--- src/rtl/jk_pkg.sv ---
// Shared types for the JK command sequencer: op encodings, FSM state,
// and the JK next-state helper used by the Q predictor.
package jk_pkg;

  typedef enum logic [1:0] {
    OP_HOLD = 2'b00,
    OP_RST  = 2'b01,
    OP_SET  = 2'b10,
    OP_TGL  = 2'b11
  } jk_op_e;

  typedef enum logic {
    IDLE  = 1'b0,
    ISSUE = 1'b1
  } jk_state_e;

  function automatic logic jk_next(
    input logic       q,
    input logic [1:0] jk
  );
    logic r;
    r = q;
    unique case (jk)
      OP_HOLD: r = q;
      OP_RST:  r = 1'b0;
      OP_SET:  r = 1'b1;
      OP_TGL:  r = ~q;
      default: r = q;
    endcase
    return r;
  endfunction

endpackage

--- src/rtl/jk_cmd_sequencer_if.sv ---
// Command handshake bundle between a producer and the JK sequencer.
interface jk_cmd_sequencer_if #(
  parameter int REP_W = 4
);
  logic             cmd_valid;
  logic [1:0]       cmd_op;
  logic [REP_W-1:0] cmd_rep;
  logic             cmd_ready;

  modport master (
    output cmd_valid,
    output cmd_op,
    output cmd_rep,
    input  cmd_ready
  );

  modport slave (
    input  cmd_valid,
    input  cmd_op,
    input  cmd_rep,
    output cmd_ready
  );
endinterface

--- src/rtl/jk_cmd_fifo.sv ---
// Power-of-two command FIFO; pointers wrap naturally, level counts
// occupancy and is unchanged on a simultaneous push and pop.
module jk_cmd_fifo #(
  parameter int DEPTH = 4,
  parameter int W     = 6,
  localparam int AW   = $clog2(DEPTH),
  localparam int LW   = AW + 1
) (
  input  logic          clk,
  input  logic          rst_n,
  input  logic          i_push,
  input  logic [W-1:0]  i_data,
  input  logic          i_pop,
  output logic [W-1:0]  o_data,
  output logic [LW-1:0] o_level,
  output logic          o_full,
  output logic          o_empty
);

  logic [W-1:0]  r_mem [DEPTH];
  logic [AW-1:0] r_wr;
  logic [AW-1:0] r_rd;
  logic [LW-1:0] r_level;
  logic          w_push;
  logic          w_pop;

  assign o_full  = (r_level == LW'(DEPTH));
  assign o_empty = (r_level == '0);
  assign o_level = r_level;
  assign o_data  = r_mem[r_rd];

  assign w_push = i_push && !o_full;
  assign w_pop  = i_pop && !o_empty;

  always_ff @(posedge clk) begin
    if (!rst_n) begin
      r_wr    <= '0;
      r_rd    <= '0;
      r_level <= '0;
    end else begin
      if (w_push) begin
        r_mem[r_wr] <= i_data;
        r_wr        <= r_wr + 1'b1;
      end
      if (w_pop) begin
        r_rd <= r_rd + 1'b1;
      end
      unique case ({w_push, w_pop})
        2'b10:   r_level <= r_level + 1'b1;
        2'b01:   r_level <= r_level - 1'b1;
        default: r_level <= r_level;
      endcase
    end
  end

endmodule

--- src/rtl/jk_cmd_sequencer.sv ---
// Queues JK commands and replays each on registered J/K for rep+1
// cycles, predicting the downstream flip-flop Q as it goes.
module jk_cmd_sequencer
  import jk_pkg::*;
#(
  parameter int DEPTH = 4,
  parameter int REP_W = 4,
  localparam int LW   = $clog2(DEPTH) + 1
) (
  input  logic            clk,
  input  logic            rst_n,
  jk_cmd_sequencer_if.slave cmd,
  output logic            J,
  output logic            K,
  output logic            busy,
  output logic            cmd_done,
  output logic            q_model,
  output logic [LW-1:0]   level
);

  localparam int W = 2 + REP_W;

  logic [W-1:0]     w_head;
  logic [1:0]       w_hop;
  logic [REP_W-1:0] w_hrep;
  logic             w_full;
  logic             w_empty;
  logic             w_push;
  logic             w_pop;
  logic             w_last;
  logic [LW-1:0]    w_level;

  jk_state_e        r_state;
  logic [1:0]       r_op;
  logic [REP_W-1:0] r_cnt;
  logic             r_busy;
  logic             r_done;
  logic             r_q;

  assign cmd.cmd_ready = !w_full;
  assign w_push = cmd.cmd_valid && !w_full;

  jk_cmd_fifo #(
    .DEPTH (DEPTH),
    .W     (W)
  ) u_fifo (
    .clk     (clk),
    .rst_n   (rst_n),
    .i_push  (w_push),
    .i_data  ({cmd.cmd_op, cmd.cmd_rep}),
    .i_pop   (w_pop),
    .o_data  (w_head),
    .o_level (w_level),
    .o_full  (w_full),
    .o_empty (w_empty)
  );

  assign {w_hop, w_hrep} = w_head;

  // Pop in IDLE or on the last issue cycle so commands chain gap-free
  assign w_last = (r_state == ISSUE) && (r_cnt == '0);
  assign w_pop  = !w_empty && ((r_state == IDLE) || w_last);

  always_ff @(posedge clk) begin
    if (!rst_n) begin
      r_state <= IDLE;
      r_op    <= OP_HOLD;
      r_cnt   <= '0;
      r_busy  <= 1'b0;
      r_done  <= 1'b0;
      r_q     <= 1'b0;
    end else begin
      r_q <= jk_next(r_q, r_op);
      if (w_pop) begin
        r_state <= ISSUE;
        r_op    <= w_hop;
        r_cnt   <= w_hrep;
        r_busy  <= 1'b1;
        r_done  <= (w_hrep == '0);
      end else if ((r_state == IDLE) || w_last) begin
        r_state <= IDLE;
        r_op    <= OP_HOLD;
        r_cnt   <= '0;
        r_busy  <= 1'b0;
        r_done  <= 1'b0;
      end else begin
        r_cnt  <= r_cnt - 1'b1;
        r_done <= (r_cnt == REP_W'(1));
      end
    end
  end

  assign {J, K}   = r_op;
  assign busy     = r_busy;
  assign cmd_done = r_done;
  assign q_model  = r_q;
  assign level    = w_level;

endmodule
--- src/flat_wrapper.sv ---
// flat-port wrapper written by rule: the top's interface ports become plain ports
module jk_cmd_sequencer_flat import jk_pkg::*;
#(
  parameter int DEPTH = 4,
  parameter int REP_W = 4,
  localparam int LW   = $clog2(DEPTH) + 1
)
  (clk, rst_n, J, K, busy, cmd_done, q_model, level, cmd_cmd_valid, cmd_cmd_op, cmd_cmd_rep, cmd_cmd_ready);
  jk_cmd_sequencer_if #(.REP_W(REP_W)) cmd_i ();
  input  logic clk;
  input  logic rst_n;
  output logic J;
  output logic K;
  output logic busy;
  output logic cmd_done;
  output logic q_model;
  output logic [LW-1:0] level;
  input wire logic [$bits(cmd_i.cmd_valid)-1:0] cmd_cmd_valid;
  input wire logic [$bits(cmd_i.cmd_op)-1:0] cmd_cmd_op;
  input wire logic [$bits(cmd_i.cmd_rep)-1:0] cmd_cmd_rep;
  output wire logic [$bits(cmd_i.cmd_ready)-1:0] cmd_cmd_ready;
  assign cmd_i.cmd_valid = cmd_cmd_valid;
  assign cmd_i.cmd_op = cmd_cmd_op;
  assign cmd_i.cmd_rep = cmd_cmd_rep;
  assign cmd_cmd_ready = cmd_i.cmd_ready;
  jk_cmd_sequencer #(.DEPTH(DEPTH), .REP_W(REP_W)) u_core (.clk(clk), .rst_n(rst_n), .cmd(cmd_i), .J(J), .K(K), .busy(busy), .cmd_done(cmd_done), .q_model(q_model), .level(level));
endmodule
--- config.mk ---
export PLATFORM = sky130hd
export DESIGN_NAME = jk_cmd_sequencer_flat
export DESIGN_NICKNAME = d
export VERILOG_FILES = /design/src/rtl/jk_pkg.sv /design/src/rtl/jk_cmd_sequencer_if.sv /design/src/rtl/jk_cmd_fifo.sv /design/src/rtl/jk_cmd_sequencer.sv /design/src/flat_wrapper.sv
export SDC_FILE = /design/constraint.sdc
export NUM_CORES = 1
export LEC_CHECK = 0
export BUFFER_PORTS_ARGS = -buffer_cell sky130_fd_sc_hd__buf_2
export CORE_MARGIN = 2
export CORE_UTILIZATION = 51
export DETAILED_ROUTE_END_ITERATION = 10
export HOLD_SLACK_MARGIN = 0.06
export PLACE_DENSITY = 0.81
export SLEW_MARGIN = 20
export SYNTH_ARGS = -nofsm -noshare
export SYNTH_HDL_FRONTEND = slang
export SYNTH_SLANG_ARGS = --single-unit
--- constraint.sdc ---
create_clock -name clk -period 2.42 [get_ports clk]
set_input_delay 0.484 -clock clk [delete_from_list [all_inputs] [get_ports clk]]
set_output_delay 0.484 -clock clk [all_outputs]
set_load 0.02 [all_outputs]
# Yosys cells after proc, flatten, opt, wreduce, memory -nomap -nowiden
# Memory sizes are Yosys's and may differ from the RTL's. A register that Yosys moved wholly into a read port is not among the register bits.
# Cells that the tools add are included.
# totals
regBits,16
mem_bits_rw,24
inputBits,9
out_inout_bits,9
word_cells,52
memories,1
# mem_list
name,words,width,rd,rd_ports_with_merged_regs,write_ports,line_no,rtl
u_core.u_fifo.r_mem,4,6,1,1,1,jk_cmd_fifo.sv:20,logic [W-1:0] r_mem [DEPTH];
# classes
add_sub_neg,5
n_eq_ne,7
muxes,15
bitwise_logic,2
reduce_logical,14
# op_table
operator,count
4-bit logical NOT,2
2-bit 2-to-1 mux,4
4-bit 2-to-1 mux,2
1-bit 2-to-1 mux,7
"2-bit equality test, second input constant",3
3-bit case mux with 2 select lines,1
1-bit logical AND,5
"2-bit by 1-bit adder with 2-bit output, second input constant",2
"2-bit by 1-bit equality test with 1-bit output, second input constant",2
"4-bit by 1-bit equality test with 1-bit output, second input constant",1
2-bit nonzero test,2
"4-bit by 1-bit subtractor with 4-bit output, second input constant",1
"3-bit by 1-bit adder with 3-bit output, second input constant",1
"3-bit equality test, second input constant",1
3-bit logical NOT,1
1-bit case mux with 3 select lines,1
"3-bit by 1-bit subtractor with 3-bit output, second input constant",1
1-bit logical NOT,2
2-bit logical NOT,1
1-bit inverter,2
1-bit logical OR,1

# Longest topological paths before layout
# Gate-level depths: netlist of the first run.
# depth
ltp_word,7
ltp_mapped,11

# By module
# Synthesis of the first run repeated with hierarchy kept, for this count alone.
# hier_totals
hier_cells,143
area_unflattened_um2,1879.3
# modules_own_cells
module,n_inst,cells_each,area_each_um2
jk_cmd_fifo,1,85,1355.0
jk_cmd_sequencer,1,58,524.3

# Worst setup path after synthesis of the first run
# Ideal clock, no wire load.
# synth_path
kind,flip-flop to flip-flop
startpoint,"register u_core.u_fifo.r_level[2], in the netlist u_core.u_fifo.o_level[2]"
endpoint,"register u_core.u_fifo.r_level[2], in the netlist u_core.u_fifo.o_level[2]"
t_arrival_ps,2489
setup_slack_ps,-139
path_stages_with_launch,11
period_less_slack_ps,2559
cell_sequence,dfxtp_1 or3b_1 and2_1 clkbuf_1 inv_2 ha_1 inv_1 fa_1 xor2_1 or3_1 a21boi_1
# synth_via
elab_chain_len,6
elab_cells_between_ends,14
classes_between,add/sub (2); eq/ne (3); mux (1); reduce/logical (8)
# synth_lines
element,line_no,rtl
start: declaration,jk_cmd_fifo.sv:23,logic [LW-1:0] r_level;
start signal: assignment,jk_cmd_fifo.sv:49,2'b10: r_level <= r_level + 1'b1;
start signal: assignment,jk_cmd_fifo.sv:50,2'b01: r_level <= r_level - 1'b1;
start signal: assignment,jk_cmd_fifo.sv:51,default: r_level <= r_level;
3-bit equality test *,jk_cmd_fifo.sv:27,assign o_full = (r_level == LW'(DEPTH));
1-bit logical NOT *,-,
named net cmd_cmd_ready,flat_wrapper.sv:21,output wire logic [$bits(cmd_i.cmd_ready)-1:0] cmd_cmd_ready;
1-bit logical AND,jk_cmd_sequencer.sv:41,assign w_push = cmd.cmd_valid && !w_full;
1-bit logical AND *,jk_cmd_fifo.sv:32,assign w_push = i_push && !o_full;
2-bit by 1-bit equality test with 1-bit output / 2-bit equality test (equally long branches),jk_cmd_fifo.sv:48,"unique case ({w_push, w_pop})"
3-bit case mux with 2 select lines / 2-bit nonzero test (equally long branches),-,
# The timed path passes the listed nets; every way through them passes the cells marked *.
# A chain may end at the register's enable or synchronous reset.

# Worst setup path after layout of the first run
# layout_path
startpoint,"register u_core.u_fifo.r_level[2], in the netlist u_core.u_fifo.o_level[2]"
endpoint,"register u_core.u_fifo.r_level[2], in the netlist u_core.u_fifo.o_level[2]"
# layout_via
elab_chain_len,6
elab_cells_between_ends,14
classes_between,add/sub (2); eq/ne (3); mux (1); reduce/logical (8)
# layout_lines
element,line_no
3-bit equality test / 3-bit logical NOT (equally long branches),"jk_cmd_fifo.sv:27, jk_cmd_fifo.sv:28"
"1-bit logical NOT, on equally long branches",-
"1-bit logical AND, on equally long branches","jk_cmd_sequencer.sv:41, jk_cmd_sequencer.sv:62"
"1-bit logical AND, on equally long branches","jk_cmd_fifo.sv:32, jk_cmd_fifo.sv:33"
2-bit by 1-bit equality test with 1-bit output / 2-bit equality test (equally long branches),jk_cmd_fifo.sv:48
3-bit case mux with 2 select lines / 2-bit nonzero test (equally long branches),-
# Parallel ways exist; a longest one is shown, timed or not.

==> qor.csv, run 1 <==
stage,metric,value,unit
status,status,"complete, no violations",
finish,layout cells sized above 1,31.1,%
finish,register area,0.00109,sq mm
detailed_routing,"antenna viol nets, final",0,
synth,post-synthesis cell count,125,
power_and_ir_drop,P_leak,0.767,nW
finish,post-route cell area,0.00203,sq mm
critical_path,required time of the worst setup path,2710,ps
critical_path,CP arrival,2620,ps
synth,top-area cell type share of the netlist area,40.5,%
synth,Syn Nets,143,
synth,"EDFF count, synth",24,
sta,Fin Clk Skew,6.04,ps
sta,Period minus WS final,2330,ps
hold_path,Worst Hold Class,in2reg,
placement,port bufs,17,
detailed_routing,met3 WL,83,um
placement,placed inst area,0.00191,sq mm
detailed_routing,number of vias per cell,5.05,
synth,dominant cell by count in the synthesized netlist,edfxtp_1,
floorplan,Die X,63.1,um
detailed_routing,1st-iter DRT viols,33,
sta,max-slew violations,0,
detailed_routing,DRC,0,
synth,ys async rst share,0,%
synth,"flops & latches, synth",42,
finish,fin cells,197,
finish,fin util,60.7,%
sta,FMAX,429,MHz
synth,"Avg Cell Area, Syn",14.2,sq um
detailed_routing,max layer used,met4,
synth,Commonest cells post-synth,"edfxtp_1 (24), dfxtp_1 (18), and2_1 (8), ha_1 (8), inv_1 (8)",
clocking,TritonCTS Buffers,5,
synth,ranking of synthesized cells by area,"edfxtp_1 (40%), dfxtp_1 (20%), ha_1 (5.6%)",
detailed_routing,routed wl met2,1540,um
clocking,clock sinks,42,
clocking,Skew-Pair Late Insertion Delay,350,ps
detailed_routing,total number of vias,995,
clocking,# H-tree levels,2,
critical_path,CP max FO,7,
power_and_ir_drop,PD cells,1070,mW/mm^2
global_route,initial antenna violation count,0,
synth,Main synth FF type,edfxtp_1,
synth,Ys Warns,0,
critical_path,critical path class,reg2reg,
sta,Final period util,96.4,%
placement,detailed placer's ending HPWL,2070,um
global_route,vias in the first global route,1029,
sta,worst slew pin tran,408,ps
power_and_ir_drop,Peak VDD IR,0.000519,V
sta,relative slew slack,72.6,%
clocking,clock tree buffer depth,2,
floorplan,core area,0.00334,sq mm
critical_path,CP Launch Type,register,
sta,Fin. Hold Viols,0,
placement,post-place setup slack,-43.5,ps
finish,# nets final,168,
power_and_ir_drop,Pwr Total,2.18,mW
floorplan,io pins,18,
synth,"Seq/Total Area, Yosys",60.7,%
floorplan,Die ar.,0.00398,sq mm
finish,Ant. Diodes,0,
global_route,first-pass GRT wire length,4840,um
global_route,global route overflow,0,
critical_path,CP Capture Type,register,
placement,Cells after DPL,185,
clocking,clock root buffer,clkbuf_4,
global_route,GRT Resource Usage Total,16.8,%
synth,Netlist cell types,34,
placement,RD Place Congestion,0.787,
floorplan,num rows,21,
sta,Final setup violation count,0,
detailed_routing,router iterations before antenna repair,4,
clocking,clock slew at reported path FFs,120,ps
sta,fin worst setup slack,87.6,ps
detailed_routing,routed len/inst,15.2,um
floorplan,Starting Density,53.4,%
detailed_routing,final wirelength,2990,um
finish,Layout area overhead,13.8,%
clocking,CTS tree,built,
finish,footprint of the multi-input gates,659,sq um
detailed_routing,met1 WL,1330,um
finish,Fill cells,279,
job,MaxCap Viol Count,0,
global_route,largest net degree at the start of global routing,23,
synth,Mapped Area,0.00178,sq mm
synth,largest area contributor in the netlist,edfxtp_1,
floorplan,Chip Height,63.1,um
==> flip-flops by register name, indices dropped and copies added (netlist names), named ones only <==
signal                 flops
u_core.u_fifo.r_wr         2
u_core.u_fifo.r_mem       24
u_core.u_fifo.r_rd         2
u_core.r_state             1
u_core.u_fifo.o_level      3
u_core.r_op                2
u_core.q_model             1
u_core.r_cnt               4
u_core.cmd_done            1
==> layout by cell type (no fill, tap or decap), types with 3 or more instances in the layout <==
cell	instances
nor2b_1	5
nand2_1	6
edfxtp_1	24
and2_1	8
buf_4	6
dfxtp_1	15
ha_1	7
inv_1	6
a22oi_1	5
a21boi_1	5
and3_1	4
inv_2	3
xor2_1	3
buf_2	17
clkbuf_4	5
mux4_2	4
==> critical path, stage by stage, from the launching register on <==
cell and delay (ps):
dfxtp_4 390, or3b_4 370, and2_1 230, inv_2 110
ha_4 140, inv_1 50, fa_2 340, xor2_1 170
or3_1 330, a21boi_1 140
==> cell type report <==
class | count | share of cell area [%]
clock buffers | 5 | 1.85
clock inverters | 3 | 1.05
inverters | 9 | 1.67
multi-input cells | 69 | 32.5
flip-flops and latches | 42 | 53.6
well taps | 46 | 2.84
repair buffers | 23 | 6.42
==> metal layers <==
metal,vias to the layer above,GRT usage [%]
met1,483,20.4
li1,494,-
met4,0,6.67
met5,-,0
met3,2,4.82
met2,16,28.1
==> power by group <==
group	internal, mW	leakage (nW)	switching (mW)
sequential	0.879	0.367	0.113
combinational	0.424	0.368	0.415
clock	0.113	0.0312	0.234
total	1.42	0.767	0.762
==> kinds of logic (layout without fill, tap and decap cells) <==
logic type | after synthesis | after routing | share of synthesized area [%]
flops | 42 | 42 | 60.7
simple gates | 32 | 32 | 10.8
compound gates | 15 | 15 | 6.18
buf+inv | 14 | 40 | 3.65
fa+ha+maj | 9 | 9 | 6.75
mux | 7 | 7 | 8.57
xor+xnor | 6 | 6 | 3.37
==> timing repair <==
item | 4_1_cts | 5_1_grt
buffers inserted | 3 | 1
hold buffers | 0 | 0
endpoints found under the setup margin | 1 | 1
pin swaps | 2 | 1
gates resized for setup | 3 | 4
==> through the flow <==
step | setup TNS [ps] | hold slack, ps
after floorplan | 0 | 462
after global placement | 0 | 479
after detailed placement | -43.5 | 492
after CTS | 0 | 323
after global routing | -12.6 | 322
final | 0 | 338
==> worst paths after layout <==
kind	from	to	slack, ps	cells after the start
hold reg to reg	u_core.r_cnt[3]	u_core.cmd_done	520	1
setup / recovery	u_core.u_fifo.o_level[2]	u_core.u_fifo.o_level[2]	90	9
hold / removal	cmd_cmd_op[1]	u_core.u_fifo.r_mem[1][5]	340	1
setup reg to reg	u_core.u_fifo.o_level[2]	u_core.u_fifo.o_level[2]	90	9
Power figures use the tool's default switching activity.
==> run 2, diff against run 1 <==
ABC_AREA = 1   (was not set)
==> run 2 against run 1 <==
Sequential power is essentially flat. Register-to-register slack gained 210 ps. Clock skew grew 7.2 ps. Non-clock buffer count shrank 6. First-iteration DRC count grew 27%. Utilization shrank 3.0 points. Clock-buffer cell count is the same. Highest routed layer unchanged. Flip-flop and latch count is the same. Via count grew 28%.
==> qor.csv, run 2 <==
stage,metric,value,unit,change
hold_path,Hold Startpoint,cmd_cmd_op[0],,
critical_path,R2R depth,13,,+4
sta,Period minus WS final,2120,ps,-215 ps
detailed_routing,routed len/inst,12.5,um,-17%
critical_path,CP max FO,8,,+1
floorplan,Die X,62.7,um,-0.56%
clocking,clock root buffer,clkbuf_4,,
clocking,TritonCTS Buffers,5,,unchanged
power_and_ir_drop,PD cells,1130,mW/mm^2,+5.1%
hold_path,hold depth,1,,unchanged
sta,relative slew slack,59.0,%,-14 points
detailed_routing,router iterations before antenna repair,4,,unchanged
floorplan,io pins,18,,unchanged
power_and_ir_drop,Seq pwr share,45.9,%,+0.4 points
critical_path,CP Capture Type,register,,
sta,Final setup violation count,0,,unchanged
synth,dominant cell by count in the synthesized netlist,nand2_1,,
synth,Commonest cells post-synth,"nand2_1 (30), edfxtp_1 (24), nor2_1 (22), dfxtp_1 (18)",,
detailed_routing,total number of vias,1269,,+28%
synth,Synth Area in Compound Gates,8.32,%,+2.1 points
power_and_ir_drop,P_leak,0.784,nW,+2.3%
critical_path,critical path class,reg2reg,,
floorplan,core area,0.00334,sq mm,unchanged
power_and_ir_drop,Pint,1.30,mW,-8.3%
power_and_ir_drop,Sw Pwr,880,uW,+16%
clocking,Post-CTS Setup Bufs,0,,-3
placement,RD Place Congestion,0.776,,-1.4%
detailed_routing,number of vias per cell,5.24,,+3.8%
synth,mux share of post-synthesis cell area,0,%,-8.6 points
finish,Reg with most FFs,u_core.u_fifo.r_mem,,
synth,"Avg Cell Area, Syn",10.1,sq um,-29%
clocking,clock slew at reported path FFs,120,ps,about the same
clocking,clock tree buffer depth,2,,unchanged
synth,top-area cell type share of the netlist area,41.0,%,+0.49 points
synth,Post-Synth Adder-Cell Area,6.83,%,+0.082 points
global_route,initial antenna violation count,0,,unchanged
finish,fin cells,242,,+23%
power_and_ir_drop,switching share of power,40.4,%,+5.4 points
critical_path,R2R Path Start,u_core.r_cnt[0],,
clocking,CTS tree,built,,
placement,Cells after DPL,234,,+26%
sta,RSZ-0062 raised after global routing,no,,
clocking,CTS hold repair buffers,0,,unchanged
finish,max reg flops,24,,unchanged
sta,final setup TNS,0,ps,unchanged
finish,"commonest non-fill, non-tap cells in the layout","nand2_1 (30), edfxtp_1 (24), nor2_1 (22)",,
finish,Layout area overhead,9.60,%,
detailed_routing,1st-iter DRT viols,42,,+27%
placement,detailed placer's ending HPWL,2180,um,+5.2%
sta,max-slew violations,0,,unchanged
synth,Mapped Area,0.00176,sq mm,-1.2%
global_route,first-pass GRT wire length,5150,um,+6.4%
clocking,Skew-Pair Late Insertion Delay,350,ps,about the same
finish,Fill cells,293,,+5.0%
synth,"flops & latches, synth",42,,unchanged
global_route,vias in the first global route,1197,,+16%
power_and_ir_drop,clock share of power,14.3,%,-1.7 points
global_route,largest net degree at the start of global routing,14,,-39%
critical_path,"reg-to-reg slack, setup",300,ps,+210 ps
floorplan,Chip Height,62.7,um,-0.56%
finish,Ant. Diodes,0,,unchanged
sta,worst slew pin tran,612,ps,+204 ps
floorplan,num rows,21,,unchanged
synth,ys async rst share,0,%,unchanged
floorplan,Starting Density,52.7,%,-0.64 points
sta,Fin Clk Skew,13.3,ps,+7.22 ps
detailed_routing,"antenna viol nets, final",0,,unchanged
hold_path,hold path endpoint,u_core.u_fifo.r_mem[2][4],,
finish,# nets final,213,,+27%
clocking,# H-tree levels,2,,unchanged
sta,Fin. Hold Viols,0,,unchanged
critical_path,CP Launch Type,register,,
detailed_routing,final wirelength,3030,um,+1.4%
status,status,"complete, no violations",,
synth,largest family of logic cells by synthesized area,simple AND/OR/NAND/NOR gates,,
critical_path,reg2reg end,u_core.u_fifo.o_level[2],,
power_and_ir_drop,Peak VDD IR,0.000653,V,+26%
synth,post-synthesis cell count,174,,+39%
synth,Netlist cell types,23,,-32%
synth,"Seq/Total Area, Yosys",61.5,%,+0.73 points
global_route,GRT Resource Usage Total,17.0,%,+0.23 points
synth,Main synth FF type,edfxtp_1,,
global_route,global route overflow,0,,unchanged
sta,Final period util,87.5,%,-8.9 points
critical_path,required time of the worst setup path,2670,ps,-40 ps
synth,Post-Synth XOR/XNOR Area,0.498,%,-2.9 points
synth,Simple-Gate Fraction of Synth Area,17.4,%,+6.7 points
sta,worst hold slack,352,ps,+14.6 ps
sta,FMAX,472,MHz,+10%
hold_path,Worst Hold Class,in2reg,,
synth,ranking of synthesized cells by area,"edfxtp_1 (41%), dfxtp_1 (20%), nand2_1 (6.4%)",,
finish,"most common cell after layout, fill and taps aside",nand2_1,,
job,MaxCap Viol Count,0,,unchanged
power_and_ir_drop,Gate power share,39.8,%,+1.3 points
detailed_routing,DRC,0,,unchanged
synth,Syn Nets,192,,+34%
clocking,clock sinks,42,,unchanged
floorplan,Die ar.,0.00394,sq mm,-1.1%
synth,largest area contributor in the netlist,edfxtp_1,,
synth,"EDFF count, synth",24,,unchanged
synth,Ys Warns,0,,unchanged
finish,layout cells sized above 1,13.8,%,-17 points
critical_path,CP arrival,2370,ps,-250 ps
clocking,Post-CTS Resized,0,,-3
placement,port bufs,17,,unchanged
==> run 2: changes by cell type in the layout (fill, tap and decap cells not counted), sizes merged, moves of 6 or more <==
cell and delta:
nor2 +23, buf -6, inv +9, mux4 -6, a21oi +14, o21ai +8
and2 -8, nand2 +26, nand3 +15
==> run 2: worst max-delay path: stages (launching register included) <==
cell and delay [ps]:
dfxtp_1 330, inv_1 130, ha_1 160, nand2_1 60, nand2_2 110, nand2_4 80, inv_4 90, ha_1 140
inv_1 60, fa_1 370, a21oi_1 140, o21ai_0 110, o21ai_0 180, a21oi_1 60
==> run 2: layout make-up <==
cell class / count / area (sq um) / area share, %
clock buffers: 5 / 37.5 / 1.95
flip-flops and latches: 42 / 1080 / 56.1
clock inverters: 3 / 11.3 / 0.584
well taps: 46 / 57.6 / 2.99
repair buffers: 17 / 85.1 / 4.41
multi-input cells: 110 / 582 / 30.2
inverters: 19 / 73.8 / 3.83
==> run 2: how the worst max path moves through the flow <==
stage | start | end | cells past startpoint
after detailed placement | u_core.r_cnt[0] | u_core.u_fifo.o_level[2] | 13
after floorplan | u_core.u_fifo.o_level[0] | u_core.u_fifo.o_level[2] | 10
after global routing | u_core.r_cnt[0] | u_core.u_fifo.o_level[2] | 13
final | u_core.r_cnt[0] | u_core.u_fifo.o_level[2] | 13
after global placement | u_core.r_cnt[0] | u_core.u_fifo.o_level[2] | 13
after CTS | u_core.r_cnt[0] | u_core.u_fifo.o_level[2] | 13
==> run 2: per-stage QoR <==
stage | setup slack, ps | instance area, sq um | utilization [%] | power, mW
finish | 302 | 1930 | 57.8 | 2.18
global route | 187 | 1930 | 57.8 | 2.36
CTS | 316 | 1930 | 57.8 | 2.19
detailed placement | 338 | 1880 | 56.3 | 1.88
global placement | 406 | 1880 | 56.3 | 1.85
floorplan | 366 | 1760 | - | 1.69
==> run 2: kinds of logic after synthesis <==
| logic type | Yosys count |
|---|---|
| AOI/OAI and AO/OA | 28 |
| buffers and inverters | 22 |
| and+or+nand+nor | 72 |
| xor gates and xnor gates | 1 |
| adders and majority gates | 9 |
| DFF | 42 |
==> run 2: per-layer routing <==
layer  part of all wire [%]  GRT usage (%)  routed length, um  vias to the layer above
met4                    1.6           6.67                 48                        0
met5                      0              0                  0                        -
met1                     43           20.7               1310                      605
met3                    5.6           4.86                169                        7
li1                       -              -                  -                      624
met2                     49           28.5               1500                       33
==> run 2: power groups by stage <==
stage                     sequential (mW)  combinational [mW]  clock [mW]
after floorplan                      1.04               0.647           0
after global placement               1.01               0.839           0
after detailed placement             1.02               0.864           0
after CTS                            1.00               0.870       0.318
after global routing                 1.02               0.985       0.349
final                                1.00               0.867       0.311
==> run 3, diff against run 2 <==
CORE_MARGIN = not set   (was 2)
CORE_UTILIZATION = 41   (was 51)
PLACE_DENSITY = 0.69   (was 0.81)
==> run 3 against run 2 <==
Sequential share of layout area is 1.8 points lower. Critical path depth stayed put. Die area is 16% higher. Global-route usage is 0.97 points lower. Utilization is 8.7 points lower. Maximum frequency is 0.80% higher. Sequential power hardly changed. Clock skew is 6.6 ps lower.
==> qor.csv, run 3 (same netlist as run 2, synthesis figures left out) <==
stage,metric,value,unit,change
status,status,"complete, no violations",,
critical_path,"Largest stage delay, worst path",370,ps,about the same
sta,worst slew pin tran,639,ps,+26.5 ps
clocking,TritonCTS Buffers,5,,unchanged
detailed_routing,total number of vias,1194,,-5.9%
floorplan,io pins,18,,unchanged
detailed_routing,met1 WL,1470,um,+12%
critical_path,CP max FO,8,,unchanged
job,MaxCap Viol Count,0,,unchanged
sta,Fin Clk Skew,6.64,ps,-6.62 ps
sta,Final setup violation count,0,,unchanged
detailed_routing,router iterations before antenna repair,4,,unchanged
detailed_routing,routed len/inst,12.6,um,+0.65%
detailed_routing,1st-iter DRT viols,46,,+9.5%
clocking,Skew-Pair Late Insertion Delay,290,ps,-60 ps
sta,Period minus WS final,2100,ps,-16.8 ps
power_and_ir_drop,PD cells,1210,mW/mm^2,+6.7%
clocking,Post-CTS Resized,0,,unchanged
sta,max-slew violations,0,,unchanged
power_and_ir_drop,Peak VDD IR,0.000594,V,-9.1%
finish,Reg with most FFs,u_core.u_fifo.r_mem,,
finish,footprint of the multi-input gates,582,sq um,unchanged
global_route,first-pass GRT wire length,5200,um,+0.93%
finish,Layout area overhead,13.2,%,
global_route,largest net degree at the start of global routing,14,,unchanged
clocking,CTS hold repair buffers,0,,unchanged
critical_path,"Largest delay share family, worst path",adder cells,,
floorplan,Die ar.,0.00456,sq mm,+16%
detailed_routing,final wirelength,3100,um,+2.3%
sta,final setup TNS,0,ps,unchanged
critical_path,CP arrival,2270,ps,-100 ps
global_route,vias in the first global route,1160,,-3.1%
clocking,clock tree buffer depth,2,,unchanged
clocking,CTS tree,built,,
floorplan,num rows,23,,+9.5%
detailed_routing,routed wl met2,1500,um,+0.40%
placement,RD Place Congestion,0.729,,-6.1%
detailed_routing,DRC,0,,unchanged
clocking,# H-tree levels,2,,unchanged
sta,FMAX,476,MHz,+0.80%
critical_path,critical path class,reg2reg,,
finish,# nets final,213,,unchanged
finish,"commonest non-fill, non-tap cells in the layout","nand2_1 (30), edfxtp_1 (24), nor2_1 (22)",,
global_route,GRT Resource Usage Total,16.0,%,-0.97 points
detailed_routing,met3 WL,99,um,-41%
floorplan,core area,0.00406,sq mm,+22%
placement,post-place setup slack,343,ps,+5.07 ps
finish,"most common cell after layout, fill and taps aside",nand2_1,,
detailed_routing,"antenna viol nets, final",0,,unchanged
detailed_routing,number of vias per cell,4.85,,-7.4%
finish,Ant. Diodes,0,,unchanged
floorplan,Starting Density,43.4,%,-9.4 points
clocking,clock slew at reported path FFs,80,ps,-40 ps
critical_path,critical path's slowest cell,fa_1,,
floorplan,Chip Height,67.5,um,+7.6%
placement,detailed placer's ending HPWL,2150,um,-1.3%
sta,Final period util,86.8,%,-0.69 points
power_and_ir_drop,P_leak,0.809,nW,+3.2%
finish,register area,0.00108,sq mm,unchanged
finish,fin util,49.1,%,-8.7 points
global_route,global route overflow,0,,unchanged
critical_path,CP Cell Sequence,inv_1 > ha_1 > nand2_1 > nand2_2 > nand2_4 > inv_4 > ha_1 > inv_1 > fa_1 > a21oi_1 > o21ai_0 > o21ai_0 > a21oi_1,,
clocking,Post-CTS Setup Bufs,0,,unchanged
floorplan,Die X,67.5,um,+7.6%
sta,RSZ-0062 raised after global routing,no,,
finish,fin cells,246,,+1.7%
critical_path,CP Launch Type,register,,
sta,relative slew slack,57.3,%,-1.8 points
critical_path,required time of the worst setup path,2590,ps,-80 ps
finish,layout cells sized above 1,14.3,%,+0.51 points
sta,fin worst setup slack,319,ps,+16.8 ps
power_and_ir_drop,Pwr Total,2.40,mW,+10%
clocking,clock sinks,42,,unchanged
global_route,initial antenna violation count,0,,unchanged
placement,port bufs,17,,unchanged
finish,Fill cells,373,,+27%
critical_path,CP Capture Type,register,,
clocking,clock root buffer,clkbuf_8,,
critical_path,WP buf/inv,3,,unchanged
placement,Cells after DPL,238,,+1.7%
hold_path,Worst Hold Class,in2reg,,
finish,max reg flops,24,,unchanged
sta,Fin. Hold Viols,0,,unchanged
detailed_routing,max layer used,met4,,
[run 3: stage by stage]
| step | hold slack (ps) | cell area, sq um |
|---|---|---|
| 2_1_floorplan | 433 | 1760 |
| 3_3_place_gp | 434 | 1880 |
| 3_5_place_dp | 459 | 1880 |
| 4_1_cts | 403 | 1990 |
| 5_1_grt | 407 | 1990 |
| 6_report | 408 | 1990 |
[run 3: layout make-up]
class                           count  share of cell area (%)
Multi-Input combinational cell    110                    29.2
Clock inverter                      1                    1.51
Timing Repair Buffer               17                    4.27
Tap cell                           50                    3.14
Sequential cell                    42                    54.3
Clock buffer                        7                    3.83
Inverter                           19                    3.71
[run 3: worst paths after layout]
path                        start                        end  slack (ps)  cells after the start
setup reg to reg  u_core.r_cnt[0]   u_core.u_fifo.o_level[2]         320                     13
hold reg to reg    u_core.r_op[0]             u_core.q_model         460                      1
hold / removal      cmd_cmd_op[1]  u_core.u_fifo.r_mem[1][5]         410                      1
setup / recovery  u_core.r_cnt[0]   u_core.u_fifo.o_level[2]         320                     13
[run 3: routing by layer]
layer | GRT usage [%] | up-vias
met1 | 19.6 | 553
met3 | 3.72 | 2
li1 | - | 622
met5 | 0 | -
met2 | 26.2 | 17
met4 | 7.98 | 0
[run 3: where the power goes]
part           switching (mW)  internal (mW)  total, mW
registers               0.110          0.892       1.00
logic                   0.555          0.304      0.859
clock network           0.230          0.309      0.539
total                   0.895           1.50       2.40
